===== src/rtl/adder_seq_pkg.sv =====
// adder_seq_pkg: opcodes, FSM states and control word shared by the adder sequencer.
package adder_seq_pkg;
  typedef enum logic [2:0] {OP_NOP = 3'd0, OP_LDA, OP_ADD, OP_SUB, OP_OUT} opcode_t;
  typedef enum logic [2:0] {S_IDLE, S_FETCH, S_LOAD, S_EXEC, S_OUTP, S_DONE} state_t;
  typedef struct packed {
    logic load_bus;
    logic nla;
    logic nlb;
    logic eu;
    logic sub;
    logic out_sel;
  } ctrl_t;
  localparam ctrl_t CTRL_IDLE = '{load_bus: 1'b0, nla: 1'b1, nlb: 1'b1, eu: 1'b0, sub: 1'b0, out_sel: 1'b0};
endpackage


===== src/rtl/adder_sequencer_if.sv =====
// adder_sequencer_if: command valid/ready handshake into the sequencer.
interface adder_sequencer_if #(parameter int DATA_W = 8);
  logic              cmd_valid;
  logic              cmd_ready;
  logic [2:0]        cmd_op;
  logic [DATA_W-1:0] cmd_data;
  modport master (output cmd_valid, cmd_op, cmd_data, input cmd_ready);
  modport slave  (input cmd_valid, cmd_op, cmd_data, output cmd_ready);
endinterface


===== src/rtl/adder_seq_cmd_fifo.sv =====
// adder_seq_cmd_fifo: 2-entry command FIFO; push while full succeeds only alongside a pop.
module adder_seq_cmd_fifo #(
  parameter int W = 11
) (
  input  logic         clk,
  input  logic         rst_n,
  input  logic         push,
  input  logic [W-1:0] din,
  input  logic         pop,
  output logic [W-1:0] dout,
  output logic         full,
  output logic         empty
);
  logic [W-1:0] mem [2];
  logic         wp, rp, wr, rd;
  logic [1:0]   cnt;
  assign full  = cnt == 2'd2;
  assign empty = cnt == 2'd0;
  assign wr    = push && (!full || pop);
  assign rd    = pop && !empty;
  assign dout  = mem[rp];
  always_ff @(posedge clk) if (wr) mem[wp] <= din;
  always_ff @(posedge clk or negedge rst_n)
    if (!rst_n) begin
      wp  <= 1'b0;
      rp  <= 1'b0;
      cnt <= 2'd0;
    end else begin
      if (wr) wp <= !wp;
      if (rd) rp <= !rp;
      cnt <= cnt + 2'(wr) - 2'(rd);
    end
endmodule


===== src/rtl/adder_sequencer.sv =====
// adder_sequencer: expands LDA/ADD/SUB/OUT/NOP commands into per-cycle datapath control.
// Define ADDER_SEQ_FIFO_EN to place a 2-entry command FIFO in front of the FSM.
module adder_sequencer
  import adder_seq_pkg::*;
#(
  parameter int DATA_W     = 8,
  parameter int OUT_CYCLES = 1
) (
  input  logic                clk,
  input  logic                rst_n,
  adder_sequencer_if.slave    cmd,
  output logic [DATA_W-1:0]   operand_out,
  output logic                load_bus,
  output logic                nla,
  output logic                nlb,
  output logic                eu,
  output logic                sub,
  output logic                out_sel,
  input  logic                zf_in,
  input  logic                cf_in,
  output logic                zf_q,
  output logic                cf_q,
  output logic                done,
  output logic                err_sticky
);
  state_t            state, state_n;
  ctrl_t             ctrl, ctrl_n;
  logic [3:0]        cnt, cnt_n;
  logic [2:0]        op_q, acc_op;
  logic [DATA_W-1:0] acc_data;
  logic              acc, idle;
  assign idle = state == S_IDLE;
`ifdef ADDER_SEQ_FIFO_EN
  logic full, empty;
  adder_seq_cmd_fifo #(.W(3 + DATA_W)) u_fifo (
    .clk   (clk),
    .rst_n (rst_n),
    .push  (cmd.cmd_valid && cmd.cmd_ready),
    .din   ({cmd.cmd_op, cmd.cmd_data}),
    .pop   (acc),
    .dout  ({acc_op, acc_data}),
    .full  (full),
    .empty (empty)
  );
  assign cmd.cmd_ready = rst_n && !full;
  assign acc           = idle && !empty;
`else
  assign cmd.cmd_ready = rst_n && idle;
  assign acc           = cmd.cmd_valid && cmd.cmd_ready;
  assign acc_op        = cmd.cmd_op;
  assign acc_data      = cmd.cmd_data;
`endif
  always_comb begin
    state_n = state;
    cnt_n   = cnt;
    case (state)
      S_IDLE: begin
        cnt_n = 4'(OUT_CYCLES - 1);
        if (acc)
          state_n = (acc_op == OP_LDA || acc_op == OP_ADD || acc_op == OP_SUB) ? S_FETCH :
                    acc_op == OP_OUT ? S_OUTP : S_DONE;
      end
      S_FETCH: state_n = S_LOAD;
      S_LOAD:  state_n = op_q == OP_LDA ? S_DONE : S_EXEC;
      S_EXEC:  state_n = S_DONE;
      S_OUTP: begin
        state_n = cnt == 4'd0 ? S_DONE : S_OUTP;
        cnt_n   = cnt - 4'd1;
      end
      default: state_n = S_IDLE;
    endcase
    // Decode from next state so the registered word lines up with the state it describes
    ctrl_n          = CTRL_IDLE;
    ctrl_n.load_bus = state_n == S_FETCH || state_n == S_LOAD;
    ctrl_n.nla      = !(state_n == S_EXEC || (state_n == S_LOAD && op_q == OP_LDA));
    ctrl_n.nlb      = !(state_n == S_LOAD && op_q != OP_LDA);
    ctrl_n.eu       = state_n == S_EXEC;
    ctrl_n.sub      = state_n == S_EXEC && op_q == OP_SUB;
    ctrl_n.out_sel  = state_n == S_OUTP;
  end
  always_ff @(posedge clk or negedge rst_n)
    if (!rst_n) begin
      state       <= S_IDLE;
      ctrl        <= CTRL_IDLE;
      cnt         <= 4'd0;
      op_q        <= 3'd0;
      operand_out <= '0;
      zf_q        <= 1'b0;
      cf_q        <= 1'b0;
      done        <= 1'b0;
      err_sticky  <= 1'b0;
    end else begin
      state <= state_n;
      ctrl  <= ctrl_n;
      cnt   <= cnt_n;
      done  <= state_n == S_DONE;
      if (acc) begin
        op_q        <= acc_op;
        operand_out <= acc_data;
      end
      if (acc && acc_op > 3'd4) err_sticky <= 1'b1;
      if (state == S_DONE && (op_q == OP_ADD || op_q == OP_SUB)) begin
        zf_q <= zf_in;
        cf_q <= cf_in;
      end
    end
  assign {load_bus, nla, nlb, eu, sub, out_sel} = ctrl;
endmodule


===== src/flat_wrapper.sv =====
// flat-port wrapper written by rule: the top's interface ports become plain ports
module adder_sequencer_flat import adder_seq_pkg::*;
#(
  parameter int DATA_W     = 8,
  parameter int OUT_CYCLES = 1
)
  (clk, rst_n, operand_out, load_bus, nla, nlb, eu, sub, out_sel, zf_in, cf_in, zf_q, cf_q, done, err_sticky, cmd_cmd_valid, cmd_cmd_op, cmd_cmd_data, cmd_cmd_ready);
  adder_sequencer_if #(.DATA_W(DATA_W)) cmd_i ();
  input  logic clk;
  input  logic rst_n;
  output logic [DATA_W-1:0] operand_out;
  output logic load_bus;
  output logic nla;
  output logic nlb;
  output logic eu;
  output logic sub;
  output logic out_sel;
  input  logic zf_in;
  input  logic cf_in;
  output logic zf_q;
  output logic cf_q;
  output logic done;
  output logic err_sticky;
  input wire logic [$bits(cmd_i.cmd_valid)-1:0] cmd_cmd_valid;
  input wire logic [$bits(cmd_i.cmd_op)-1:0] cmd_cmd_op;
  input wire logic [$bits(cmd_i.cmd_data)-1:0] cmd_cmd_data;
  output wire logic [$bits(cmd_i.cmd_ready)-1:0] cmd_cmd_ready;
  assign cmd_i.cmd_valid = cmd_cmd_valid;
  assign cmd_i.cmd_op = cmd_cmd_op;
  assign cmd_i.cmd_data = cmd_cmd_data;
  assign cmd_cmd_ready = cmd_i.cmd_ready;
  adder_sequencer #(.DATA_W(DATA_W), .OUT_CYCLES(OUT_CYCLES)) u_core (.clk(clk), .rst_n(rst_n), .cmd(cmd_i), .operand_out(operand_out), .load_bus(load_bus), .nla(nla), .nlb(nlb), .eu(eu), .sub(sub), .out_sel(out_sel), .zf_in(zf_in), .cf_in(cf_in), .zf_q(zf_q), .cf_q(cf_q), .done(done), .err_sticky(err_sticky));
endmodule

===== config.mk =====
export PLATFORM = sky130hd
export DESIGN_NAME = adder_sequencer_flat
export DESIGN_NICKNAME = d
export VERILOG_FILES = /design/src/rtl/adder_seq_pkg.sv /design/src/rtl/adder_sequencer_if.sv /design/src/rtl/adder_seq_cmd_fifo.sv /design/src/rtl/adder_sequencer.sv /design/src/flat_wrapper.sv
export SDC_FILE = /design/constraint.sdc
export NUM_CORES = 1
export LEC_CHECK = 0
export ABC_AREA = 1
export CORE_MARGIN = 2
export CORE_UTILIZATION = 35
export DETAILED_ROUTE_END_ITERATION = 8
export DONT_BUFFER_PORTS = 1
export SYNTH_ARGS = -nofsm -noshare
export SYNTH_HDL_FRONTEND = slang
export SYNTH_SLANG_ARGS = --single-unit

===== constraint.sdc =====
create_clock -name clk -period 1.7 [get_ports clk]
set_input_delay 0.51 -clock clk [delete_from_list [all_inputs] [get_ports clk]]
set_output_delay 0.51 -clock clk [all_outputs]
set_load 0.02 [all_outputs]

* Word-level counts from Yosys, hierarchy flattened *
Index checks and enable logic that the tools add are counted.

storage, ports and cells
  word-level logic and storage cells = 58
  register bits = 28
  input bits = 16

cells by class
  $lt $le $gt $ge = 1
  equal/unequal tests = 18
  muxes and demuxes = 7
  $add $sub $neg = 1
  reduce and logical (&&, ||, !) cells = 17

operators by type and width
  cell                                                                      count
  3-bit by 2-bit equality test with 1-bit output (second input constant)    8
  3-bit equality test (second input constant)                               5
  3-bit one-hot mux with 5 select lines                                     1
  3-bit by 1-bit equality test with 1-bit output (second input constant)    4
  3-bit two-way mux                                                         3
  4-bit one-hot mux with 2 select lines                                     1
  1-bit logical AND                                                         7
  1-bit logical OR                                                          5
  4-bit zero test                                                           1
  4-bit by 1-bit subtractor with 4-bit output (second input constant)       1
  3-bit greater-than comparator (second input constant)                     1
  3-bit zero test                                                           1
  3-bit by 1-bit inequality test with 1-bit output (second input constant)  1
  1-bit zero test                                                           2
  1-bit two-way mux                                                         2
  2-bit nonzero test                                                        1

* Logic depth before layout (Yosys ltp) *
  word-level depth = 10
  mapped depth = 8
  mapped depth without buffers = 8

* Worst setup path after synthesis *
OpenSTA, ideal clock, no wires.

  kind = reg-to-output
  start point = register u_core.state[1]
  end point = output port cmd_cmd_ready
  required time = 1190 ps
  stages on the path, launching flop included = 4
  setup slack = 286 ps
  buffers on the path = 0
  arrival = 904 ps
  cell sequence = dfrtp_1 -> nor2_4 -> nand3_2 -> inv_1

on the way
  cells in the longest elaborated chain, start to end = 2

RTL lines
  item                    RTL line               source
  start, declared         adder_sequencer.sv:26  state_t state, state_n;
  start signal, assigned  adder_sequencer.sv:93  state <= state_n;
  3-bit zero test         adder_sequencer.sv:32  assign idle = state == S_IDLE;
  1-bit logical AND       adder_sequencer.sv:48  assign cmd.cmd_ready = rst_n && idle;
  end, declared           flat_wrapper.sv:27     output wire logic [$bits(cmd_i.cmd_ready)-1:0] cmd_cmd_ready;

No other way between the ends.

* Final worst setup path *
  start point = register u_core.state[0]
  end point = output port cmd_cmd_ready

Same word-level chain as after synthesis.

==> impl_metrics.toml <==
[place]
post-place-cells = 178
dp_hpwl_um = 1640
postPlaceCellArea_um2 = 1260
gp_congestion = 0.786
port_buffers = 0

[timing]
fin_setup_tns_ns = 0
fin_skew_ns = 0.00215
slew_headroom_pct = 75.9
rsz0062_at_grt = "false"
slew_viol_final = 0
hold-worst-slack_ns = 0.291
fmax_ghz = 0.623
tightestPinTransition_ns = 0.358
finalHoldViolCount = 0
finalCriticalPeriod_ns = 1.61
finalCritPeriodShare_pct = 94.4
setup_viol = 0

[status]
outcome = "completed"

[finish]
post-route-util_pct = 41.6
nFillCells = 356
antenna-diode-count = 0
final_cell_area_um2 = 1380
area.growth.synth_to_final_pct = 15.0
layout.nets = 161
fin_cells = 189
drive_gt1_share_pct = 17.5

[floorplan]
die_w_um = 62.5
start_util_pct = 36.2
num_io_pins = 35
die-height_um = 62.5
die_area_um2 = 3910
core_area_um2 = 3310
fp-row-count = 21

[cts]
cts_tree = "yes"
cts_sinks = 28
htree_levels = 1
clk_pin_slew_ns = 0.14
ctsLongestPathBuffers = 2
cts-buffers-inserted = 3
cts-root-buf = "clkbuf_4"
insertion_delay_ns = 0.31

[grt]
track_usage_pct = 12.1
grt_overflow_total = 0
grt_pass1_wl_um = 3830
grt_max_degree = 27
grt_pass1_vias = 885
antenna_found_initial = 0

[setup_path]
r2r-start = "u_core.state[1]$_DFF_PN0_"
reg2reg_depth = 8
r2r_setup_slack_ns = 0.32
crit_arrival_ns = 1.10
required_ns = 1.19
end_kind = "output port"
crit_family = "flip-flops"
cp_cell_sequence = "nor2_4, nand3_4, inv_4"
crit_type = "flop to output port"
startpoint_type = "flop"
crit_buf_inv = 1
path_max_fanout = 2
cpMaxStageDelayCell = "dfrtp_2"
worst_r2r_endpoint = "u_core.out_sel$_DFF_PN0_"
cp_slowest_stage_delay_ns = 0.45

[logic_synthesis]
synthDistinctLibCells = 23
ys_seq_area_share_pct = 58.7
netlist.area_leader.share_pct = 54.3
async_reset_ff_share_pct = 100
synth_nets = 149
ys.flop_type = "dfrtp_1"
synthCells = 132
syn_avg_cell_area_um2 = 9.08
synth_edf_count = 0
yosysWarnings = 0
ys_top_cells_by_area = "dfrtp_1, nand2_1, inv_1"
yosys.area.top_type = "dfrtp_1"
syn-cell-area_um2 = 1200
yosysMostFrequentCell = "nand2_1"
ys_ff_latch = 28
yosys-top-cells-count = "nand2_1, dfrtp_1, inv_1, nor2_1, o21ai_0"

[job]
cap_violations = 0

[detailed_routing]
post_drt_wl_per_cell_um = 12.0
finalWirelength_um = 2280
ant_nets = 0
drt-initial-drc-count = 21
drc = 0
firstDrtPassIters = 4
routed_via_density = 4.63
vias = 876

[power]
ir_drop_mv = 0.727
p_per_area_nw_per_um2 = 1850
power.leakage_nw = 0.674

[worst_hold_path]
hp-class = "input pin to flop"
hp-start = "cmd_cmd_data[3]"
hold_end = "u_core.operand_out[3]$_DFFE_PN0N_"
hold_depth = 2
-- power breakdown --
| group | switching (mW) | internal, mW | total (mW) |
|---|---|---|---|
| registers | 0.381 | 0.962 | 1.34 |
| logic | 0.546 | 0.343 | 0.889 |
| clock network | 0.183 | 0.131 | 0.314 |
| total | 1.11 | 1.44 | 2.55 |
-- state kept, by name, indices dropped and copies added (netlist names) --
signal,flops
u_core.operand_out,8
u_core.cnt,4
u_core.err_sticky,1
u_core.out_sel,1
u_core.sub,1
u_core.nlb,1
u_core.done,1
u_core.zf_q,1
u_core.nla,1
u_core.op_q,3
u_core.state,3
u_core.load_bus,1
u_core.eu,1
u_core.cf_q,1
-- worst max-delay path by stage --
stage,slack [ns],start,to,depth (start not counted)
detailed placement,0.21,u_core.state[1]$_DFF_PN0_,cmd_cmd_ready,3
CTS,0.03,u_core.state[1]$_DFF_PN0_,cmd_cmd_ready,3
finish,0.09,u_core.state[0]$_DFF_PN0_,cmd_cmd_ready,3
global route,0.02,u_core.state[0]$_DFF_PN0_,cmd_cmd_ready,3
floorplan,0.29,u_core.state[1]$_DFF_PN0_,cmd_cmd_ready,3
global placement,0.22,u_core.state[1]$_DFF_PN0_,cmd_cmd_ready,3
-- layer usage --
layer,vias up,share of wire (%),track usage [%]
met5,-,0,0
met4,0,0.79,2.50
met3,2,8.3,4.32
met2,30,47,20.4
met1,407,43,15.1
li1,437,-,-
-- cell type report --
type,count,area [um2],area share [%]
clock buffer,4,36.3,2.63
timing repair buffer,9,85.1,6.17
multi-input combinational,85,427,30.9
sequential,28,707,51.3
tap,46,57.6,4.17
inverter,17,66.3,4.81
-- timing repair --
item	4_1_cts	5_1_grt
hold buffers	2	1
resized for setup	2	4
pin swaps	1	0
setup buffers	2	2
endpoints found under the setup margin	1	1
endpoints found under the hold margin	26	2
-- cells by family (layout without fill, tap and decap cells) --
group,after synthesis,in the layout,share of synthesized area (%)
DFF,28,28,58.7
AOI/OAI and AO/OA,17,17,7.93
buffers and inverters,19,30,6.37
adders and majority gates,1,1,1.04
and+or+nand+nor,67,67,26.0
-- placed cells by master, fill, tap and decap left out, types with 3 or more instances in the layout --
cell type  synthesis  final
dfrtp_2            0      3
a21oi_1            4      4
inv_1             16     15
nor2_1            11     11
dfrtp_1           26     23
nand3_1            5      5
buf_4              1      6
nand2_1           40     40
o21ai_0            8      8
clkbuf_4           0      3
-- through the flow --
| stage | setup slack [ns] | power, mW |
|---|---|---|
| final | 0.0944 | 2.55 |
| after global routing | 0.0183 | 2.76 |
| after CTS | 0.0253 | 2.52 |
| after detailed placement | 0.209 | 2.14 |
| after global placement | 0.221 | 2.10 |
| after floorplan | 0.286 | 1.95 |
Note: power is estimated with default switching activity, not from simulation.
